===== src/rtl/reg_write_arbiter_pkg.sv =====
// reg_map_pkg: register map, bus widths and arbiter state encoding for reg_write_arbiter.
//   Shared with the SPI decode path, which uses the same address constants.
//   ADDR_W/DATA_W: bus widths; NUM_REGS: implemented registers (addresses >= NUM_REGS are invalid).
package reg_map_pkg;
  localparam int ADDR_W         = 4;
  localparam int DATA_W         = 8;
  localparam int NUM_REGS       = 5;
  localparam int ADDR_EN_OUT_LO = 0;
  localparam int ADDR_EN_OUT_HI = 1;
  localparam int ADDR_EN_PWM_LO = 2;
  localparam int ADDR_EN_PWM_HI = 3;
  localparam int ADDR_DUTY      = 4;
  typedef enum logic {ST_IDLE, ST_WRITE} arb_state_e;
endpackage


===== src/rtl/reg_write_arbiter_if.sv =====
// reg_write_arbiter_if: one requester's register-write channel.
//   req_valid/req_addr/req_data: driven by the requester, held stable until accepted.
//   req_ready: 1-cycle accept pulse from the arbiter.
//   master = requester side, slave = arbiter side.
interface reg_write_arbiter_if;
  import reg_map_pkg::*;
  logic              req_valid;
  logic [ADDR_W-1:0] req_addr;
  logic [DATA_W-1:0] req_data;
  logic              req_ready;
  modport master (output req_valid, req_addr, req_data, input req_ready);
  modport slave (input req_valid, req_addr, req_data, output req_ready);
endinterface


===== src/rtl/reg_write_arbiter_rr.sv =====
// rr_arbiter2: two-request round-robin arbiter with a last-grant pointer.
//   clk, rst: clock and synchronous active-high reset (reset gives SPI priority).
//   req[1:0]: requests (bit 0 = SPI, bit 1 = sequencer).
//   grant_en: pointer advances only when a grant is actually taken.
//   gnt[1:0]: one-hot grant (combinational).
module rr_arbiter2 (
  input  logic       clk,
  input  logic       rst,
  input  logic [1:0] req,
  input  logic       grant_en,
  output logic [1:0] gnt
);
  // last_seq=1 means the sequencer won last, so a tie goes to SPI.
  logic last_seq;
  always_comb gnt = (req == 2'b11) ? (last_seq ? 2'b01 : 2'b10) : req;
  always_ff @(posedge clk)
    if (rst) last_seq <= 1'b1;
    else if (grant_en && |req) last_seq <= gnt[1];
endmodule


===== src/rtl/reg_write_arbiter.sv =====
// reg_write_arbiter: owns the five control registers and arbitrates writes from SPI and the sequencer.
//   clk, rst: clock and synchronous active-high reset.
//   spi, seq: requester write channels (valid/addr/data in, 1-cycle ready pulse out).
//   pwm_period_end: PWM wrap pulse, commits a pending duty write when shadowing is built in.
//   en_reg_*, pwm_duty_cycle: register contents at addresses 0..4.
//   wr_err: pulses with ready when the accepted address is invalid.
//   busy: high while a write is in progress.
//   Build macro ARB_DUTY_SHADOW_EN: duty writes are held in a shadow until pwm_period_end.
module reg_write_arbiter
  import reg_map_pkg::*;
(
  input  logic                     clk,
  input  logic                     rst,
  reg_write_arbiter_if.slave       spi,
  reg_write_arbiter_if.slave       seq,
  input  logic                     pwm_period_end,
  output logic [DATA_W-1:0]        en_reg_out_7_0,
  output logic [DATA_W-1:0]        en_reg_out_15_8,
  output logic [DATA_W-1:0]        en_reg_pwm_7_0,
  output logic [DATA_W-1:0]        en_reg_pwm_15_8,
  output logic [DATA_W-1:0]        pwm_duty_cycle,
  output logic                     wr_err,
  output logic                     busy
);
`ifdef ARB_DUTY_SHADOW_EN
  localparam bit SHADOW = 1'b1;
  logic [DATA_W-1:0] duty_shadow;
  logic              duty_pend;
`else
  localparam bit SHADOW = 1'b0;
  logic unused_period_end;
  assign unused_period_end = pwm_period_end;
`endif
  arb_state_e        state, next;
  logic              win_seq;
  logic [ADDR_W-1:0] wa;
  logic [DATA_W-1:0] wd;
  logic [1:0]        gnt;
  logic [DATA_W-1:0] regs [NUM_REGS];
  logic              wr_ok;
  rr_arbiter2 u_rr (
    .clk      (clk),
    .rst      (rst),
    .req      ({seq.req_valid, spi.req_valid}),
    .grant_en (state == ST_IDLE),
    .gnt      (gnt)
  );
  always_ff @(posedge clk)
    if (rst) state <= ST_IDLE;
    else state <= next;
  always_comb begin
    next  = (state == ST_IDLE && (spi.req_valid || seq.req_valid)) ? ST_WRITE : ST_IDLE;
    busy  = state == ST_WRITE;
    wr_ok = busy && wa < ADDR_W'(NUM_REGS);
    wr_err = busy && !(wa < ADDR_W'(NUM_REGS));
  end
  assign spi.req_ready = busy && !win_seq;
  assign seq.req_ready = busy && win_seq;
  always_ff @(posedge clk)
    if (rst) begin
      win_seq <= 1'b0;
      wa <= '0;
      wd <= '0;
      regs <= '{default: '0};
`ifdef ARB_DUTY_SHADOW_EN
      duty_shadow <= '0;
      duty_pend <= 1'b0;
`endif
    end else begin
      if (state == ST_IDLE) begin
        win_seq <= gnt[1];
        wa <= gnt[0] ? spi.req_addr : seq.req_addr;
        wd <= gnt[0] ? spi.req_data : seq.req_data;
      end
      for (int i = 0; i < NUM_REGS; i++)
        if (wr_ok && wa == ADDR_W'(i) && !(SHADOW && i == ADDR_DUTY)) regs[i] <= wd;
`ifdef ARB_DUTY_SHADOW_EN
      // Commit uses the old shadow; a same-edge duty write then re-arms the shadow.
      if (pwm_period_end && duty_pend) begin
        regs[ADDR_DUTY] <= duty_shadow;
        duty_pend <= 1'b0;
      end
      if (wr_ok && wa == ADDR_W'(ADDR_DUTY)) begin
        duty_shadow <= wd;
        duty_pend <= 1'b1;
      end
`endif
    end
  assign en_reg_out_7_0  = regs[ADDR_EN_OUT_LO];
  assign en_reg_out_15_8 = regs[ADDR_EN_OUT_HI];
  assign en_reg_pwm_7_0  = regs[ADDR_EN_PWM_LO];
  assign en_reg_pwm_15_8 = regs[ADDR_EN_PWM_HI];
  assign pwm_duty_cycle  = regs[ADDR_DUTY];
endmodule


===== src/flat_wrapper.sv =====
// flat-port wrapper written by rule: the top's interface ports become plain ports
module reg_write_arbiter_flat import reg_map_pkg::*;
  (clk, rst, pwm_period_end, en_reg_out_7_0, en_reg_out_15_8, en_reg_pwm_7_0, en_reg_pwm_15_8, pwm_duty_cycle, wr_err, busy, spi_req_valid, spi_req_addr, spi_req_data, spi_req_ready, seq_req_valid, seq_req_addr, seq_req_data, seq_req_ready);
  reg_write_arbiter_if spi_i ();
  reg_write_arbiter_if seq_i ();
  input  logic clk;
  input  logic rst;
  input  logic pwm_period_end;
  output logic [DATA_W-1:0] en_reg_out_7_0;
  output logic [DATA_W-1:0] en_reg_out_15_8;
  output logic [DATA_W-1:0] en_reg_pwm_7_0;
  output logic [DATA_W-1:0] en_reg_pwm_15_8;
  output logic [DATA_W-1:0] pwm_duty_cycle;
  output logic wr_err;
  output logic busy;
  input wire logic [$bits(spi_i.req_valid)-1:0] spi_req_valid;
  input wire logic [$bits(spi_i.req_addr)-1:0] spi_req_addr;
  input wire logic [$bits(spi_i.req_data)-1:0] spi_req_data;
  output wire logic [$bits(spi_i.req_ready)-1:0] spi_req_ready;
  input wire logic [$bits(seq_i.req_valid)-1:0] seq_req_valid;
  input wire logic [$bits(seq_i.req_addr)-1:0] seq_req_addr;
  input wire logic [$bits(seq_i.req_data)-1:0] seq_req_data;
  output wire logic [$bits(seq_i.req_ready)-1:0] seq_req_ready;
  assign spi_i.req_valid = spi_req_valid;
  assign spi_i.req_addr = spi_req_addr;
  assign spi_i.req_data = spi_req_data;
  assign spi_req_ready = spi_i.req_ready;
  assign seq_i.req_valid = seq_req_valid;
  assign seq_i.req_addr = seq_req_addr;
  assign seq_i.req_data = seq_req_data;
  assign seq_req_ready = seq_i.req_ready;
  reg_write_arbiter u_core (.clk(clk), .rst(rst), .spi(spi_i), .seq(seq_i), .pwm_period_end(pwm_period_end), .en_reg_out_7_0(en_reg_out_7_0), .en_reg_out_15_8(en_reg_out_15_8), .en_reg_pwm_7_0(en_reg_pwm_7_0), .en_reg_pwm_15_8(en_reg_pwm_15_8), .pwm_duty_cycle(pwm_duty_cycle), .wr_err(wr_err), .busy(busy));
endmodule

===== config.mk =====
export PLATFORM = sky130hd
export DESIGN_NAME = reg_write_arbiter_flat
export DESIGN_NICKNAME = d
export VERILOG_FILES = /design/src/rtl/reg_write_arbiter_pkg.sv /design/src/rtl/reg_write_arbiter_if.sv /design/src/rtl/reg_write_arbiter_rr.sv /design/src/rtl/reg_write_arbiter.sv /design/src/flat_wrapper.sv
export SDC_FILE = /design/constraint.sdc
export NUM_CORES = 1
export LEC_CHECK = 0
export ABC_AREA = 1
export CAP_MARGIN = 10
export CORE_ASPECT_RATIO = 0.7
export CORE_UTILIZATION = 47
export DETAILED_ROUTE_END_ITERATION = 10
export PLACE_DENSITY_LB_ADDON = 0.12
export SYNTH_ARGS = -nofsm -noshare
export SYNTH_HDL_FRONTEND = slang
export SYNTH_HIERARCHICAL = 1
export SYNTH_SLANG_ARGS = --single-unit

===== constraint.sdc =====
create_clock -name clk -period 1.7 [get_ports clk]
set_clock_uncertainty 0.2 [all_clocks]
set_input_delay 0.51 -clock clk [delete_from_list [all_inputs] [get_ports clk]]
set_output_delay 0.51 -clock clk [all_outputs]
set_load 0.01 [all_outputs]

Word level (Yosys, flattened, before mapping). Cells that the tools add are included.

Register bits after elaboration: 55. Latch bits: 0. Memory bits (writable): 0. Memory bits (read-only): 0. Input port bits: 29. Output and inout port bits: 44. Word-level logic and storage cells: 38. Memories: 0.

$add $sub $neg: 0. Multipliers: 0. Divide/modulo/power cells: 0. Magnitude comparators: 1. Eq/ne operators: 5. Shifts and indexed selects: 0. Multiplexer cells: 5. Bitwise gates (word level): 1. Reduce and logical (&&, ||, !) cells: 16.

Operator list (count): 1-bit logical AND (11); 4-bit by 2-bit equality test with 1-bit output (second input constant) (2); 8-bit 2-to-1 mux (1); 4-bit by 1-bit equality test with 1-bit output (second input constant) (1); 4-bit by 3-bit equality test with 1-bit output (second input constant) (1); 4-bit zero test (1); 4-bit by 3-bit < comparator with 1-bit output (second input constant) (1); 2-bit 2-to-1 mux (2); 4-bit 2-to-1 mux (1); 2-bit equality test (second input constant) (1); 1-bit zero test (2); 2-bit OR reduction (1); 1-bit logical OR (1); 1-bit 2-to-1 mux (1); 1-bit NOT (1).

Longest topological paths before layout. Gate-level depths: netlist (run 1).

Depth after elaboration: 3. Gate-level depth with buffers: 7. Gate-level depth less buffers: 6.

By module. The synthesis (run 1) kept the hierarchy.

By module, submodules not included: reg_write_arbiter (instances 1, cells an instance 367, area an instance 2487.4 um^2, sequential area each 1081.0 um^2); rr_arbiter2 (instances 1, cells an instance 10, area an instance 68.8 um^2, sequential area each 20.0 um^2).

Least setup slack after synthesis (run 1). Ideal clock, no wire load.

Path type: register to output. Start point: register u_core.wa[3]. End point: output port wr_err. Arrival: 0.997 ns. Data required time: 0.990 ns. Slack: -0.007 ns. Cell stages (with the launch flop): 4. Path buffers: 1. Cell sequence: dfxtp_1 > inv_1 > clkbuf_1 > a211oi_1.

Word-level cells in the longest chain between the ends: 3.

Ends and longest elaborated chain: start: declaration (RTL line reg_write_arbiter.sv:36) `logic [ADDR_W-1:0] wa;`; start signal: assignment (RTL line reg_write_arbiter.sv:72) `wa <= gnt[0] ? spi.req_addr : seq.req_addr;`; 4-bit by 3-bit < comparator with 1-bit output (RTL line reg_write_arbiter.sv:55) `wr_err = busy && !(wa < ADDR_W'(NUM_REGS));`; 1-bit zero test (RTL line reg_write_arbiter.sv:55); 1-bit logical AND (RTL line reg_write_arbiter.sv:55); end: declaration (RTL line flat_wrapper.sv:14) `output logic wr_err;`.

No other way between the ends.

Final worst setup path (run 1).
Start point: register u_core.wa[0]. End point: output port wr_err.

Same word-level chain as after synthesis.

==> results.md, run 1 <==
* Outcome: finished with violations
* Failing checks: negative setup slack
* Fin nets at 489
* Via count at 2,529
* Syn nets at 406
* Ys Warns at 6
* WP data arrival at 1100 ps
* Yosys cell types at 21
* Synth cell count leaders: nand2_1 (85), inv_1 (74), nor2_1 (60), dfxtp_1 (55), nand4_1 (40)
* Hold Vio Cnt, Final at 0
* Simple-Gate Fraction of Synth Area at 35.7%
* Number of global-route vias before repair at 2,172
* Chip width at 90.1 um
* TritonCTS Buffers at 5
* DP Area at 0.00342 mm2
* # port buffers at 71
* PwrDens at 773 mW/mm2
* Final setup fails at 1
* Total grt overflow at 0
* Total wire length at 6.05 mm
* Syn-to-layout area delta at 37.7%
* Synth area leaders: dfxtp_1 (43%), nand2_1 (12%), inv_1 (11%)
* Count leader, synth: nand2_1
* Slew Viols, Final at 0
* Syn Area/Cell at 6.78 um2
* Post-synth EDFFs at 0
* Hold EP: u_core/en_reg_out_15_8[2]
* RSZ-0062 raised after global routing: true
* First-pass GRT wire length at 9.85 mm
* DR WL/cell at 11.4 um
* Post-Synth Adder-Cell Area at 0%
* Fill count at 479
* Vias per cell at 4.75
* WHS at 279 ps
* Most Crowded Layer GR: met2
* Place WS at -295 ps
* M2 GR Usage at 35.5%
* Final worst setup slack at -112 ps
* DRT Pass-1 Iters at 5
* Die area at 0.00574 mm2
* CTS HTree Levels at 2
* Fin util at 67.3%
* Area leader, netlist: dfxtp_1
* Mapped Cells at 377
* Iter 0 DRT Violations at 118
* Final Cell Area at 0.00352 mm2
* Net Sw Power at 786 uW
* Max-slew headroom at 75.0%
* Core ar. at 0.00523 mm2
* Number of I/O pins at 73
* Share of layout cells above drive strength 1 at 12.8%
* RR Startpoint: u_core/wa[2]
* CTS tree: built
* DR DRC count at 0
* Least-Margin Pin Slew at 375 ps
* Antenna violation net count after detailed routing at 0
* Post-DP HPWL at 4.18 mm
* Number of synthesized register bits at 55
* Clock Pin Slew Worst Setup and Hold Paths at 90 ps
* Post-route clock period utilization at 107%
* Netlist Area Pre-Place at 0.00256 mm2
* Multi-input gate area at 0.00111 mm2
* CP max FO at 2
* Yosys top cell area share at 43.1%
* Complex-gate fraction of the synthesized area at 6.27%
* Sequential-to-total area share from yosys stat at 43.1%
* Hold depth at 2
* Hold WC Path Type: reg2reg
* Antenna cells at 0
* Clk root buf: clkbuf_8
* All-Layer GR Usage at 21.4%
* Minimum clock period at 1810 ps
* Peak supply drop at 0.000450 V
* Clock buffer depth at 2
* Worst-Skew Late Latency at 290 ps
* Met3 Track Usage GR at 3.74%
* Die height at 63.7 um
* Clk pwr share at 25.9%
* Max-cap violations at 0
* Global placement routability congestion at 0.845
* Net Sw Frac at 28.8%
* R2R cell count at 6
* Mux cell area share after synthesis at 0%
* GRT met1 Usage at 29.0%
* Seq pwr share at 51.3%
* Storage element area at 0.00111 mm2
* Startpoint class of the critical path: flop
* WS Path Type: reg2out
* Fmax at 552 MHz
* Sink Count at 55
* CTS Hold Bufs at 0
* Row cnt at 22
* Largest family of logic cells by synthesized area: simple AND/OR/NAND/NOR gates
* Reg2reg end: u_core/en_reg_out_15_8[6]
* Post-synth ARST share at 0%
* Xor/xnor share of the synthesized area at 0%
* R2r setup slk at 100 ps
* Initial Util at 48.9%
* Part of the power in combinational logic at 22.8%
* Synth Flop Type: dfxtp_1
* WP data required at 990 ps
* Hold_sp: u_core/en_reg_out_15_8[2]
* Crit end category: output pin
* Leakage at 0.00179 uW
* CP startpoint: u_core/wa[0]
* Antenna violations before repair at 0
* Internal Pwr Total at 1940 uW
* Largest net degree at the start of global routing at 37
## placed cells by master (no fill, tap or decap), types with 6 or more instances in the layout
cell type        netlist  layout
o22ai_1               12      12
buf_4                  3      19
dfxtp_1               55      50
clkbuf_8               0       6
o21ai_0               13      13
clkdlybuf4s50_1        0      27
nand4_1               40      40
inv_2                  4       6
inv_1                 74      72
nand2_1               85      84
dlygate4sd2_1          0      40
nor2_1                60      59
## cell type report
cell class / instances / area share (%)
Sequential cell: 55 / 31.4
Clock buffer: 6 / 2.35
Inverter: 79 / 8.42
Multi-Input combinational cell: 226 / 31.4
Tap cell: 72 / 2.56
Timing Repair Buffer: 93 / 23.6
Clock inverter: 1 / 0.142
## timing repair
item,CTS,global route
cloned,0,2
setup endpoints to repair,44,23
setup buffers,1,1
gates resized for setup,60,14
pin swaps,2,3
## sequential cells by signal, indices dropped and copies added (netlist names)
name and cells:
u_core/en_reg_out_15_8 8, u_core/wa 4, u_core/en_reg_pwm_7_0 8, u_core/wd 8
u_core/u_rr/last_seq 1, u_core/win_seq 1, u_core/en_reg_out_7_0 8, u_core/busy 1
u_core/en_reg_pwm_15_8 8, u_core/pwm_duty_cycle 8
## kinds of logic after synthesis
| kind of cell | after synthesis |
|---|---|
| AND/OR/NAND/NOR | 198 |
| flip-flops | 55 |
| AO/OA/AOI/OAI | 28 |
| buffers and inverters | 96 |
## worst max path at each step
| stage | end | cells after the start |
|---|---|---|
| floorplan | wr_err | 3 |
| detailed placement | u_core/wa[0] | 6 |
| CTS | wr_err | 3 |
| finish | wr_err | 3 |
| global placement | wr_err | 3 |
| global route | wr_err | 3 |
## power groups by stage
stage               registers, uW  logic, uW  clock network, uW
floorplan                    1440        340                  0
CTS                          1400        592                723
global route                 1410        682                781
finish                       1400        621                705
detailed placement           1430        615                  0
global placement             1420        604                  0
## critical path, stage by stage, from the launching register on
cell      delay (ps)
dfxtp_2          360
nor2_4            50
a211oi_2         240
buf_2            170
## routing by layer
layer	vias to the layer above	share of wire [%]
met5	-	0
met4	0	0.55
li1	1336	-
met2	70	47
met3	4	5.5
met1	1119	47
## metrics by stage
| step | TNS [ps] | instances | total power [uW] |
|---|---|---|---|
| finish | -112 | 532 | 2720 |
| global route | -200 | 532 | 2870 |
| CTS | -126 | 529 | 2710 |
| detailed placement | -9170 | 521 | 2040 |
| global placement | -8140 | 521 | 2030 |
| floorplan | 0 | 377 | 1780 |
(Power assumes the default switching activity.)
==> run 2, diff against run 1 <==
--- a/config.mk
+++ b/config.mk
@@ -8,9 +8,9 @@
 export ABC_AREA = 1
 export CAP_MARGIN = 10
 export CORE_ASPECT_RATIO = 0.7
-export CORE_UTILIZATION = 47
+export CORE_UTILIZATION = 35
 export DETAILED_ROUTE_END_ITERATION = 10
-export PLACE_DENSITY_LB_ADDON = 0.12
+export PLACE_DENSITY = 0.69
 export SYNTH_ARGS = -nofsm -noshare
 export SYNTH_HDL_FRONTEND = slang
 export SYNTH_HIERARCHICAL = 1
==> run 2 against run 1 <==
- register-to-register slack gained 50 ps
- the flow still finishes with violations (negative setup slack)
- final area grew 0.50%
- critical path depth is the same
- global-route usage shrank 4.6 points
- maximum frequency grew 1.1%
- critical endpoint unchanged
- combinational power shrank 1%
==> results.md, run 2 (synthesis gave the netlist of run 1 again) <==
* Sink Count at 55 (unchanged)
* Fill count at 722 (+51%)
* TritonCTS Buffers at 5 (unchanged)
* Die area at 0.00765 mm2 (+33%)
* Least-Margin Pin Slew at 306 ps (-69.5 ps)
* Multi-input gate area at 0.00111 mm2 (+0.23%)
* Setup Buffers After CTS at 0 (-1)
* Initial Util at 37.0% (-12 points)
* Hold Vio Cnt, Final at 0 (unchanged)
* CTS Hold Bufs at 0 (unchanged)
* Met3 Track Usage GR at 4.26% (+0.52 points)
* WP data arrival at 1080 ps (-20 ps)
* DR WL/cell at 11.4 um (about the same)
* Chip width at 104 um (+16%)
* DP Area at 0.00346 mm2 (+0.95%)
* Leakage at 0.00174 uW (-2.3%)
* Fin nets at 485 (-0.82%)
* PwrDens at 771 mW/mm2 (-0.27%)
* Internal Pwr Total at 1900 uW (-2.0%)
* Net Sw Frac at 30.4% (+1.6 points)
* Part of the power in combinational logic at 22.4% (-0.4 points)
* M2 GR Usage at 26.9% (-8.6 points)
* Most Crowded Layer GR: met2
* All-Layer GR Usage at 16.7% (-4.6 points)
* Share of layout cells above drive strength 1 at 12.5% (-0.35 points)
* Via count at 2,496 (-1.3%)
* # port buffers at 71 (unchanged)
* Net Sw Power at 830 uW (+5.7%)
* Worst-Skew Late Latency at 310 ps (+20 ps)
* Storage element area at 0.00111 mm2 (+0.23%)
* Finished Layout Cells at 551 (+3.6%)
* WP data required at 990 ps (about the same)
* RSZ-0062 raised after global routing: true
* Global placement routability congestion at 0.781 (-7.5%)
* Core ar. at 0.00691 mm2 (+32%)
* Final worst setup slack at -92.6 ps (+19.2 ps)
* Number of I/O pins at 73 (unchanged)
* Placed cells at 542 (+4.0%)
* Fin util at 51.2% (-16 points)
* Final Cell Area at 0.00354 mm2 (+0.50%)
* WHS at 288 ps (+8.82 ps)
* Seq pwr share at 51.2% (about the same)
* DR DRC count at 0 (unchanged)
* Iter 0 DRT Violations at 122 (+3.4%)
* Total wire length at 6.27 mm (+3.7%)
* WS Path Type: reg2out
* CTS HTree Levels at 2 (unchanged)
* Vias per cell at 4.53 (-4.7%)
* Antenna cells at 0 (unchanged)
* Antenna violation net count after detailed routing at 0 (unchanged)
* Clk root buf: clkbuf_8
* Most frequent cells in the layout: nand2_1 (84), inv_1 (73), nor2_1 (59)
* Clk pwr share at 26.4% (+0.5 points)
* Syn-to-layout area delta at 38.4%
* Antenna violations before repair at 0 (unchanged)
* Row cnt at 25 (+14%)
* CTS tree: built
* Startpoint class of the critical path: flop
* Largest net degree at the start of global routing at 37 (unchanged)
* Commonest non-fill, non-tap cell in the layout: nand2_1
* Place WS at -281 ps (+13.8 ps)
* Post-route clock period utilization at 105% (-1.1 points)
* Crit end category: output pin
* Number of global-route vias before repair at 2,198 (+1.2%)
* Minimum clock period at 1790 ps (-19.2 ps)
* Clock Pin Slew Worst Setup and Hold Paths at 90 ps (about the same)
* GRT met1 Usage at 22.6% (-6.4 points)
* Max-slew headroom at 79.6% (+4.6 points)
* Hold WC Path Type: reg2reg
* Failing checks: negative setup slack
* First-pass GRT wire length at 10.1 mm (+2.4%)
* Peak supply drop at 0.000368 V (-18%)
* Max-cap violations at 0 (unchanged)
* Total grt overflow at 0 (unchanged)
* Slew Viols, Final at 0 (unchanged)
* Clock buffer depth at 2 (unchanged)
* Final setup fails at 1 (unchanged)
* Post-DP HPWL at 4.46 mm (+6.9%)
* Outcome: finished with violations
* DRT Pass-1 Iters at 5 (unchanged)
* Die height at 73.5 um (+15%)
* Fmax at 558 MHz (+1.1%)
* CP max FO at 2 (unchanged)
## run 2: cell count changes in the layout (fill, tap and decap cells not counted), moves of 2 or more
cell             change
dfxtp_1              -2
clkdlybuf4s15_1      +4
dlygate4sd2_1        -4
buf_2                +2
inv_2                -2
clkinvlp_4           +2
buf_4                -5
dfxtp_2              +2
## run 2: routing by layer
metal  vias up  routed length (um)  share of wire [%]
li1       1329                   -                  -
met3         6                 361                5.8
met2        74                2620                 42
met4         0                  42               0.67
met5         -                   0                  0
met1      1087                3250                 52
## run 2: critical path, stage by stage, from the launching register on
cell and delay, ps:
dfxtp_2 360, nor2_4 50, a211oi_2 210, buf_2 160
## run 2: cell type report
| type | instances | area share, % |
|---|---|---|
| timing repair buffer | 89 | 23.0 |
| tap | 94 | 3.32 |
| clock buffer | 5 | 1.94 |
| sequential | 55 | 31.4 |
| clock inverter | 3 | 0.566 |
| inverter | 79 | 8.45 |
| multi-input combinational | 226 | 31.4 |
## run 2: stage by stage
step	setup TNS (ps)	power, uW
6_report	-92.6	2730
5_1_grt	-172	2890
4_1_cts	-117	2730
3_5_place_dp	-8420	2040
3_3_place_gp	-7410	2030
2_1_floorplan	0	1780
## run 2: final timing paths
check,start,endpoint,slack [ps],cells past startpoint
worst max-delay path,u_core/wa[1],wr_err,-90,3
worst min-delay path,u_core/en_reg_out_15_8[1],u_core/en_reg_out_15_8[1],290,2
worst max register to register,u_core/busy,u_core/en_reg_pwm_15_8[3],150,8
worst min register to register,u_core/en_reg_out_15_8[1],u_core/en_reg_out_15_8[1],290,2
## run 2: what timing repair did
| item | CTS | global route |
|---|---|---|
| resized for setup | 62 | 17 |
| pin swaps | 2 | 0 |
| gates cloned | 0 | 1 |
| setup endpoints to repair | 44 | 42 |
| endpoints found under the hold margin | 0 | 0 |
## run 2: power by group through the flow
stage	registers (uW)	clock network, uW	logic (uW)
after detailed placement	1430	0	617
after CTS	1400	739	589
after floorplan	1440	0	340
after global placement	1420	0	605
after global routing	1410	803	680
final	1400	719	612
==> run 3, diff against run 2 <==
--- a/config.mk
+++ b/config.mk
@@ -11,6 +11,8 @@
 export CORE_UTILIZATION = 35
 export DETAILED_ROUTE_END_ITERATION = 10
 export PLACE_DENSITY = 0.69
+export RECOVER_POWER = 25
+export SLEW_MARGIN = 20
 export SYNTH_ARGS = -nofsm -noshare
 export SYNTH_HDL_FRONTEND = slang
 export SYNTH_HIERARCHICAL = 1
==> run 3 against run 2 <==
- the flow still finishes with violations (negative setup slack)
- combinational power about the same
- largest power group unchanged
- die area unchanged
- cell count unchanged
- register-to-register slack about the same
- utilization about the same
- clock power about the same
- final area about the same
- critical path type unchanged
- maximum frequency about the same
- hold slack about the same
- routed wire length decreased by 0.38%
==> results.md, run 3 (synthesis gave the netlist of run 1 again) <==
* Outcome: finished with violations
* Failing checks: negative setup slack
* Final worst setup slack at -91.7 ps (+0.892 ps)
* Delay-heaviest family, CP: flip-flops
* Crit end category: output pin
* Iter 0 DRT Violations at 110 (-9.8%)
* WP data required at 990 ps (about the same)
* Hold Vio Cnt, Final at 0 (unchanged)
* CTS HTree Levels at 2 (unchanged)
* Minimum clock period at 1790 ps (-0.892 ps)
* Peak supply drop at 0.000368 V (about the same)
* Antenna cells at 0 (unchanged)
* # port buffers at 71 (unchanged)
* Max-slew headroom at 79.8% (+0.21 points)
* Fin nets at 485 (unchanged)
* TritonCTS Buffers at 5 (unchanged)
* WP data arrival at 1080 ps (about the same)
* Share of layout cells above drive strength 1 at 12.5% (unchanged)
* Row cnt at 25 (unchanged)
* Commonest non-fill, non-tap cell in the layout: nand2_1
* Hold depth at 2 (unchanged)
* Worst-Skew Late Latency at 310 ps (about the same)
* Global placement routability congestion at 0.781 (unchanged)
* DRT Pass-1 Iters at 5 (unchanged)
* Clock buffer depth at 2 (unchanged)
* Placed cells at 542 (unchanged)
* Critical Path Stages at 3 (unchanged)
* Finished Layout Cells at 551 (unchanged)
* Final setup fails at 11 (+10)
* Slew Viols, Final at 0 (unchanged)
* Number of I/O pins at 73 (unchanged)
* Worst path max stage delay at 360 ps (about the same)
* Antenna violations before repair at 0 (unchanged)
* Post-DP HPWL at 4.46 mm (unchanged)
* Leakage at 0.00174 uW (about the same)
* PwrDens at 772 mW/mm2 (about the same)
* CP max FO at 2 (unchanged)
* Chip width at 104 um (unchanged)
* Startpoint class of the critical path: flop
* Total wire length at 6.25 mm (-0.38%)
* Largest net degree at the start of global routing at 37 (unchanged)
* Fmax at 558 MHz (about the same)
* CTS tree: built
* Vias per cell at 4.53 (unchanged)
* Total grt overflow at 0 (unchanged)
* Crit-path cells: nor2_4 > a211oi_2 > buf_2
* Multi-input gate area at 0.00111 mm2 (unchanged)
* Die area at 0.00765 mm2 (unchanged)
* DP Area at 0.00346 mm2 (unchanged)
* Least-Margin Pin Slew at 303 ps (-3.17 ps)
* RSZ-0062 raised after global routing: true
* Storage element area at 0.00111 mm2 (unchanged)
* Fill count at 721 (-0.14%)
* Hold WC Path Type: reg2reg
* Most Crowded Layer GR: met2
* Sink Count at 55 (unchanged)
* M2 GR Usage at 26.9% (unchanged)
* Max-cap violations at 0 (unchanged)
* Slowest CP cell: dfxtp_2
* Die height at 73.5 um (unchanged)
* DR DRC count at 0 (unchanged)
* Met3 Track Usage GR at 4.26% (unchanged)
* DR WL/cell at 11.3 um (-0.38%)
* R2R cell count at 8 (unchanged)
* Initial Util at 37.0% (unchanged)
* Most frequent cells in the layout: nand2_1 (84), inv_1 (73), nor2_1 (59)
* Number of global-route vias before repair at 2,198 (unchanged)
* WS Path Type: reg2out
* All-Layer GR Usage at 16.7% (unchanged)
* Clock Pin Slew Worst Setup and Hold Paths at 100 ps (about the same)
* Setup Buffers After CTS at 0 (unchanged)
* Via count at 2,496 (unchanged)
* Fin util at 51.1% (about the same)
* GRT met1 Usage at 22.6% (unchanged)
* Post-route clock period utilization at 105% (about the same)
* Final Cell Area at 0.00354 mm2 (about the same)
* Syn-to-layout area delta at 38.3% (about the same)
* Core ar. at 0.00691 mm2 (unchanged)
* CP Buf/Inv Count at 1 (unchanged)
* First-pass GRT wire length at 10.1 mm (unchanged)
* Antenna violation net count after detailed routing at 0 (unchanged)
* Clk root buf: clkbuf_8
==> run 3: cell types whose count changed in the layout (fill, tap and decap cells not counted), sizes merged <==
cell	before	now
buf	22	20
clkdlybuf4s50	27	25
clkbuf	5	7
dlygate4sd3	0	2
==> run 3: timing repair <==
item | in CTS | in global routing
endpoints found under the hold margin | 0 | 0
cloned | 0 | 1
pin swaps | 2 | 0
endpoints found under the setup margin | 44 | 42
resized for setup | 62 | 17
hold buffers | 0 | 0
==> run 3: final timing paths <==
path	startpoint	to	slack (ps)
hold reg to reg	u_core/en_reg_out_15_8[1]	u_core/en_reg_out_15_8[1]	290
setup / recovery	u_core/wa[1]	wr_err	-90
setup reg to reg	u_core/busy	u_core/en_reg_pwm_15_8[3]	150
hold / removal	u_core/en_reg_out_15_8[1]	u_core/en_reg_out_15_8[1]	290
==> run 3: worst reg2reg max path, stage by stage, from the launching register on <==
cell	delay, ps
dfxtp_2	340
buf_4	110
buf_4	200
nand2_1	150
inv_4	140
nand3_4	120
nand2_1	90
inv_1	40
nor2_1	110
==> run 3: final cells by class <==
cell class	instances	share of cell area (%)
Clock buffer	5	1.95
Clock inverter	3	0.566
Inverter	79	8.46
Multi-Input combinational cell	226	31.4
Sequential cell	55	31.4
Tap cell	94	3.33
Timing Repair Buffer	89	22.9
==> run 3: metrics by stage <==
stage	total power (uW)	worst slack (ps)	hold WS, ps	setup TNS (ps)
finish	2730	-91.7	288	-285
global route	2890	-136	324	-1320
CTS	2730	-117	291	-117
detailed placement	2040	-281	279	-8420
global placement	2030	-263	273	-7410
floorplan	1780	74.9	257	0
==> run 3: where the power goes <==
| group | switching (uW) | internal, uW |
|---|---|---|
| clock network | 432 | 288 |
| registers | 36.8 | 1360 |
| logic | 362 | 248 |
| total | 831 | 1900 |
==> run 3: layer usage <==
metal | wire [um] | vias to the layer above
met5 | 0 | -
met4 | 21 | 0
met3 | 456 | 4
met2 | 2600 | 76
met1 | 3170 | 1085
li1 | - | 1331
